==> config.mk <==
export PLATFORM = sky130hd
export DESIGN_NAME = matrix_scan_ctrl
export DESIGN_NICKNAME = d
export VERILOG_FILES = /design/src/rtl/matrix_pkg.sv /design/src/rtl/frame_store.sv /design/src/rtl/matrix_scan_ctrl.sv
export SDC_FILE = /design/constraint.sdc
export NUM_CORES = 1
export LEC_CHECK = 0
export ABC_AREA = 1
export CORE_MARGIN = 2
export CORE_UTILIZATION = 54
export DETAILED_ROUTE_END_ITERATION = 10
export PLACE_DENSITY = 0.86
export SLEW_MARGIN = 10
export SYNTH_ARGS = -nofsm -noshare
export SYNTH_HDL_FRONTEND = slang
export SYNTH_SLANG_ARGS = --single-unit
==> constraint.sdc <==
create_clock -name clk -period 2.15 [get_ports clk]
set_input_delay 0.43 -clock clk [delete_from_list [all_inputs] [get_ports clk]]
set_output_delay 0.43 -clock clk [all_outputs]
set_load 0.01 [all_outputs]
==> src/rtl/matrix_pkg.sv <==
// Shared constants and types for the LED matrix scan controller.
// The optional brightness feature (MATRIX_SCAN_BRIGHTNESS_EN) uses drive_on_cycles.
package matrix_pkg;

  localparam int NUM_COLS = 8;
  localparam int COL_W    = 3;
  localparam int ROW_W    = 8;
  localparam int FRAME_W  = 64;

  typedef enum logic {
    S_BLANK,
    S_DRIVE
  } scan_state_t;

  // Number of DRIVE cycles with LEDs lit for a 4-bit brightness level; never below 1.
  function automatic int drive_on_cycles(input int level, input int dwell);
    int n;
    n = ((level + 1) * dwell) / 16;
    return (n < 1) ? 1 : n;
  endfunction

endpackage

==> src/rtl/frame_store.sv <==
// Shadow frame (8 byte-writable columns) and the active frame it is published to.
// The active frame only changes on a load strobe or reset.
module frame_store
  import matrix_pkg::*;
(
  input  logic               clk,
  input  logic               reset,
  input  logic               wr_en,
  input  logic [COL_W-1:0]   wr_addr,
  input  logic [ROW_W-1:0]   wr_data,
  input  logic               load,
  output logic [FRAME_W-1:0] vbuf
);

  logic [ROW_W-1:0]   shadow [NUM_COLS];
  logic [FRAME_W-1:0] shadow_flat;

  always_comb begin
    shadow_flat = '0;
    for (int i = 0; i < NUM_COLS; i++) begin
      shadow_flat[i*ROW_W +: ROW_W] = shadow[i];
    end
  end

  // Load copies the pre-write shadow; a coincident write lands afterwards.
  always_ff @(posedge clk) begin
    if (reset) begin
      for (int i = 0; i < NUM_COLS; i++) begin
        shadow[i] <= '0;
      end
      vbuf <= '0;
    end else begin
      if (wr_en) begin
        shadow[wr_addr] <= wr_data;
      end
      if (load) begin
        vbuf <= shadow_flat;
      end
    end
  end

endmodule

==> src/rtl/matrix_scan_ctrl.sv <==
// Column scan FSM with inter-column blanking and tear-free frame swap for the 8x8 matrix.
// Optional MATRIX_SCAN_BRIGHTNESS_EN adds a brightness input that shortens the lit part of DRIVE.
//
// state   | meaning
// S_BLANK | all columns off, BLANK_CYCLES long, precedes each column's drive
// S_DRIVE | current column driven, DWELL_CYCLES long; column advances on exit
module matrix_scan_ctrl
  import matrix_pkg::*;
#(
  parameter int DWELL_CYCLES = 1024,
  parameter int BLANK_CYCLES = 16
) (
  input  logic               clk,
  input  logic               reset,
  input  logic               wr_en,
  input  logic [COL_W-1:0]   wr_addr,
  input  logic [ROW_W-1:0]   wr_data,
  input  logic               swap_req,
  output logic               swap_ack,
  output logic [COL_W-1:0]   col_counter,
  output logic [FRAME_W-1:0] vbuf,
  output logic               blank,
  output logic               frame_tick
`ifdef MATRIX_SCAN_BRIGHTNESS_EN
  ,
  input  logic [3:0]         brightness
`endif
);

  localparam int PH_MAX = (DWELL_CYCLES > BLANK_CYCLES) ? DWELL_CYCLES : BLANK_CYCLES;
  localparam int PH_W   = $clog2(PH_MAX);
  localparam logic [PH_W-1:0]  BLANK_LAST = PH_W'(BLANK_CYCLES - 1);
  localparam logic [PH_W-1:0]  DWELL_LAST = PH_W'(DWELL_CYCLES - 1);
  localparam logic [COL_W-1:0] COL_LAST   = COL_W'(NUM_COLS - 1);

  scan_state_t      state, state_nxt;
  logic [PH_W-1:0]  phase, phase_nxt;
  logic [COL_W-1:0] col_nxt;
  logic             pend, pend_nxt;
  logic             blank_nxt, tick_nxt, load;

`ifdef MATRIX_SCAN_BRIGHTNESS_EN
  logic [PH_W:0] on_len, on_nxt;
`endif

  frame_store u_store (
    .clk     (clk),
    .reset   (reset),
    .wr_en   (wr_en),
    .wr_addr (wr_addr),
    .wr_data (wr_data),
    .load    (load),
    .vbuf    (vbuf)
  );

  always_ff @(posedge clk) begin
    if (reset) begin
      state       <= S_BLANK;
      phase       <= '0;
      col_counter <= '0;
      pend        <= 1'b0;
      blank       <= 1'b1;
      frame_tick  <= 1'b0;
      swap_ack    <= 1'b0;
`ifdef MATRIX_SCAN_BRIGHTNESS_EN
      on_len      <= (PH_W+1)'(DWELL_CYCLES);
`endif
    end else begin
      state       <= state_nxt;
      phase       <= phase_nxt;
      col_counter <= col_nxt;
      pend        <= pend_nxt;
      blank       <= blank_nxt;
      frame_tick  <= tick_nxt;
      swap_ack    <= load;
`ifdef MATRIX_SCAN_BRIGHTNESS_EN
      on_len      <= on_nxt;
`endif
    end
  end

  always_comb begin
    state_nxt = state;
    phase_nxt = phase + 1'b1;
    col_nxt   = col_counter;
    tick_nxt  = 1'b0;
    load      = 1'b0;
    pend_nxt  = pend | swap_req;
    case (state)
      S_BLANK: begin
        if (phase == BLANK_LAST) begin
          state_nxt = S_DRIVE;
          phase_nxt = '0;
        end
      end
      S_DRIVE: begin
        if (phase == DWELL_LAST) begin
          state_nxt = S_BLANK;
          phase_nxt = '0;
          col_nxt   = col_counter + 1'b1;
          // Frame boundary: the only place the active frame may change.
          if (col_counter == COL_LAST) begin
            tick_nxt = 1'b1;
            if (pend || swap_req) begin
              load     = 1'b1;
              pend_nxt = 1'b0;
            end
          end
        end
      end
    endcase

`ifdef MATRIX_SCAN_BRIGHTNESS_EN
    on_nxt = on_len;
    if (state == S_BLANK && state_nxt == S_DRIVE) begin
      on_nxt = (PH_W+1)'(drive_on_cycles(int'(brightness), DWELL_CYCLES));
    end
    blank_nxt = (state_nxt == S_BLANK) || ({1'b0, phase_nxt} >= on_nxt);
`else
    blank_nxt = (state_nxt == S_BLANK);
`endif
  end

endmodule

### After elaboration in Yosys (flattened, before gate mapping)

Memory sizes are Yosys's and may differ from the RTL's. A register that Yosys moved wholly into a read port is not among the register bits.
Index checks and enable logic that the tools add are counted.

* RAM bits: 64
* memories: 1
* logic and storage cells: 44
* output and inout port bits: 70
* bits in read-only memories: 0
* flip-flop bits (word level): 18
* input port bits: 15
* bits in latches: 0

* shift operators: 0
* divide/modulo/power cells: 0
* reduce and logical (&&, ||, !) cells: 4
* muxes and demuxes: 23
* bitwise gates (word level): 4
* add/sub/neg operators: 2
* magnitude comparators: 0
* $mul: 0
* eq/ne operators: 3

Memory list
* u_store.shadow: words 8, width 8, read ports 8, clocked after Yosys merged registers in 8, write ports 8, RTL line frame_store.sv:15 `logic [ROW_W-1:0] shadow [NUM_COLS];`

Operators by type and width (count)
* $mux 10: 2
* $pmux 10 s2: 1
* $mux 1: 17
* $add 10x1->10 const B: 1
* $eq 10x10->1 const B: 1
* $eq 10x4->1 const B: 1
* $mux 8: 1
* $reduce_or 8->1: 1
* $add 3x1->3 const B: 1
* $eq 3x3->1 const B: 1
* $mux 3: 1
* $not 1->1: 3
* $reduce_or 3->1: 1
* $pmux 1 s2: 1
* $reduce_and 2->1: 1
* $logic_or 1x1->1: 1
* $or 1x1->1: 1

### Depth between registers and ports, before layout

* word-level depth: 5
* mapped depth: 10

### Hierarchy

A second synthesis with hierarchy kept.

* cell total of the unflattened synthesis: 551
* area, all modules: 5499.0 µm²

By module, submodules not included
* frame_store: area an instance 4683.2 µm², cells each 444, times used 1
* matrix_scan_ctrl: area an instance 815.8 µm², cells each 107, times used 1

### Worst setup path after synthesis

Ideal clock, no wire load.

* kind: input to register
* from: in reset
* to: mem u_store.shadow[0][0] (enable)
* library setup time: 0.329 ns
* arrival time: 1.437 ns
* buffers on the path: 3
* slack: 0.384 ns
* stages on the path: 5
* cells stage by stage: clkbuf_1 > clkinv_1 > buf_2 > clkbuf_1 > nand2_1

RTL lines
* from (decl): RTL line matrix_scan_ctrl.sv:14 `input logic reset,`
* to (decl): RTL line frame_store.sv:15

### Final worst setup path

* from: reg col_counter[0]
* to: reg u_store.vbuf[34] (netlist: vbuf[34]), read port of u_store.shadow

* word-level cells in the longest chain between the ends: 4

Ends and longest elaborated chain
* from (decl): RTL line matrix_scan_ctrl.sv:20 `output logic [COL_W-1:0] col_counter,`
* from (signal assigned): RTL line matrix_scan_ctrl.sv:71 `col_counter <= col_nxt;`
* $eq 3x3->1: RTL line matrix_scan_ctrl.sv:102 `if (col_counter == COL_LAST) begin`
* $mux 1: RTL line matrix_scan_ctrl.sv:102
* $mux 1: RTL line matrix_scan_ctrl.sv:97 `if (phase == DWELL_LAST) begin`
* $mux 1: RTL line matrix_scan_ctrl.sv:89 `case (state)`
* to (decl): RTL line frame_store.sv:12 `output logic [FRAME_W-1:0] vbuf`

Every way passes these cells.
A chain may end at the register's enable or synchronous reset.

==> results.yml <==
outcome:
  status: "complete, no violations"
synthesis:
  synthesis.nets: 692
  yosys.area.top_type: "edfxtp_1"
  ys_types: 23
  synth_area_per_cell_um2: 8.64
  yosys-top-cells-count: "nor2_1 (220), nand2_1 (98), inv_1 (83)"
  synthCells: 674
  synth.most_common_cell: "nor2_1"
  synth_warnings: 0
  yosys_register_bits: 146
  yosysSeqAreaShare: 0.612
  synth-main-ff-cell: "dfxtp_1"
  yosysTopAreaCellShare: 0.330
  synthArstFlopShare: 0
  synthTopCellsByArea: "edfxtp_1 (33%), dfxtp_1 (28%), nor2_1 (14%), nand2_1 (6.3%), nand3_1 (6.1%)"
  synth_edf_count: 64
  syn_area_um2: 5820
grt:
  grt_pass1_vias: 4571
  antenna_found_initial: 0
  grt_max_degree: 78
  grt_overflow: 0
  track_usage: 0.237
  grt_pass1_wl_um: 21300
placement:
  gp_congestion: 0.808
  post-dp-hpwl_um: 8270
  port_buffers: 84
sta:
  fmax_ghz: 0.514
  finalSetupViolations: 0
  rsz0062_at_grt: "false"
  hold_viol_final: 0
  min_period_ps: 1950
  skew_ps: 7.32
  slew_headroom: 0.569
  tightest_slew_ps: 647
  maxSlewViolCount: 0
  fin_setup_tns_ps: 0
  fin_crit_sh: 0.905
route:
  drt_wl_total_um: 13500
  drc: 0
  drtAntennaViolNets: 0
  via_per_inst: 5.14
  drt_iter0_markers: 289
  vias: 4692
  firstDrtPassIters: 7
  wl_per_cell_um: 14.8
worst_setup_path:
  crit_slowest_cell: "buf_4"
  critPathArrivalTime_ps: 2370
  end_kind: "flop"
  path_class: "reg -> reg"
  cpPeakStageDelay_ps: 500
  worstPathMaxFanout: 64
  path_cells: "ha_1, ha_1, inv_1, nor2_4, buf_4, nand3_1, nand2_1, nor2_1"
  worst_setup_path_start_kind: "flop"
  cp.required_ps: 2580
  cpMostUsedCell: "ha_1"
finish:
  fin_nets: 781
  drive_gt1_frac: 0.0722
  fillers: 755
  diodes: 0
  area_delta_synth_final_pct: 27.0
  multiInputGateArea_um2: 1800
  seqCellArea_um2: 3560
  final_util: 0.710
power:
  p_clk_frac: 0.469
  peakVddDrop_mv: 0.442
  internal_power_mw: 4.75
  leakage_nw: 3.10
  p_seq_frac: 0.495
  switching_share: 0.219
  power.density_nw_per_um2: 822
  combinationalPowerShare: 0.036
  finalPower_mw: 6.08
  switchingPower_mw: 1.33
clocking:
  cts.clk_slew.worst_paths_ps: 60
  numCtsBuffers: 17
  htree_levels: 4
  cts-root-buf: "clkbuf_8"
  cts_tree: "done"
  cts_buffer_depth: 2
  cts_setup_buffers: 0
  clkLatencyLatePin_ps: 530
  cts_num_sinks: 146
  cts_hold_buf: 0
floorplan:
  io_pins: 85
  std_cell_rows: 37
  die_h_um: 108
  initial_utilization: 0.559
  dieArea_um2: 11600
  die_x_um: 108
  core_region_area_um2: 10400
run:
  max_cap_violations: 0
hold_path:
  hold_path_class: "reg -> reg"
==> layout make-up <==
cell class / count / share of cell area
Sequential cell: 146 / 0.482
Multi-Input combinational cell: 416 / 0.244
Tap cell: 136 / 0.0230
Clock inverter: 9 / 0.00829
Timing Repair Buffer: 97 / 0.129
Inverter: 85 / 0.0431
Clock buffer: 23 / 0.0706
==> critical path, delay by kind of cell (launching register included) <==
kind	cells	cell delay, ps
buf+inv	2	580
fa+ha+maj	2	310
simple gates	4	480
flops	1	400
==> per-stage QoR <==
step	instances	setup slack, ps	hold slack (ps)	area [µm²]
2_1_floorplan	674	384	418	5820
3_3_place_gp	878	81.3	428	6780
3_5_place_dp	878	9.14	448	6780
4_1_cts	910	47.4	457	7360
5_1_grt	912	18.2	489	7390
6_report	912	205	457	7390
==> sequential cells by signal, summed over array words and instances, names as in the netlist <==
name and flops:
u_store.shadow 64, state 1, blank 1, pend 1, phase 10, col_counter 3
frame_tick 1, vbuf 64, swap_ack 1
==> layer usage <==
layer	GRT usage	part of all wire	vias up
li1	-	-	2264
met1	0.291	0.41	2207
met2	0.389	0.50	200
met3	0.0763	0.077	21
met4	0.0916	0.014	0
met5	0	0	-
==> final timing paths <==
path / from / slack (ps) / endpoint / depth (start not counted)
min: phase[0]$_SDFF_PP0_ / 460 / phase[0]$_SDFF_PP0_ / 1
max reg2reg: col_counter[0]$_SDFFE_PP0P_ / 200 / vbuf[34]$_SDFFE_PP0P_ / 8
max: col_counter[0]$_SDFFE_PP0P_ / 200 / vbuf[34]$_SDFFE_PP0P_ / 8
min reg2reg: phase[0]$_SDFF_PP0_ / 460 / phase[0]$_SDFF_PP0_ / 1
==> power groups by stage <==
| stage | combinational, mW | sequential [mW] | clock [mW] |
|---|---|---|---|
| 2_1_floorplan | 0.131 | 3.05 | 0 |
| 3_3_place_gp | 0.204 | 3.06 | 0 |
| 3_5_place_dp | 0.213 | 3.06 | 0 |
| 4_1_cts | 0.217 | 3.01 | 2.86 |
| 5_1_grt | 0.246 | 3.01 | 2.99 |
| 6_report | 0.220 | 3.01 | 2.85 |
==> cell usage in the layout (no fill, tap or decap), types with 3 or more instances in the layout <==
cell type / synthesis / layout
nand3_1: 71 / 71
nand2_1: 98 / 97
inv_1: 83 / 83
o21ai_0: 4 / 4
edfxtp_1: 64 / 64
nor3_1: 6 / 6
xor2_1: 3 / 3
dfxtp_1: 82 / 82
clkinv_2: 0 / 3
nor2_1: 220 / 219
clkdlybuf4s50_1: 0 / 84
buf_4: 0 / 11
clkbuf_16: 0 / 20
nor2_4: 2 / 6
==> kinds of logic after synthesis <==
| logic type | count (synthesis) | synth area share |
|---|---|---|
| AND/OR/NAND/NOR | 402 | 0.286 |
| flip-flops | 146 | 0.612 |
| buffers and inverters | 114 | 0.0851 |
| XOR/XNOR | 5 | 0.00752 |
| AO/OA/AOI/OAI | 4 | 0.00344 |
| adder cells (fa/ha/maj) | 3 | 0.00645 |
==> what timing repair did <==
action / 4_1_cts / 5_1_grt
resized for setup: 1 / 4
setup endpoints to repair: 3 / 64
pin swaps: 0 / 3
gates cloned: 0 / 2
Note: power is estimated with default switching activity, not from simulation.
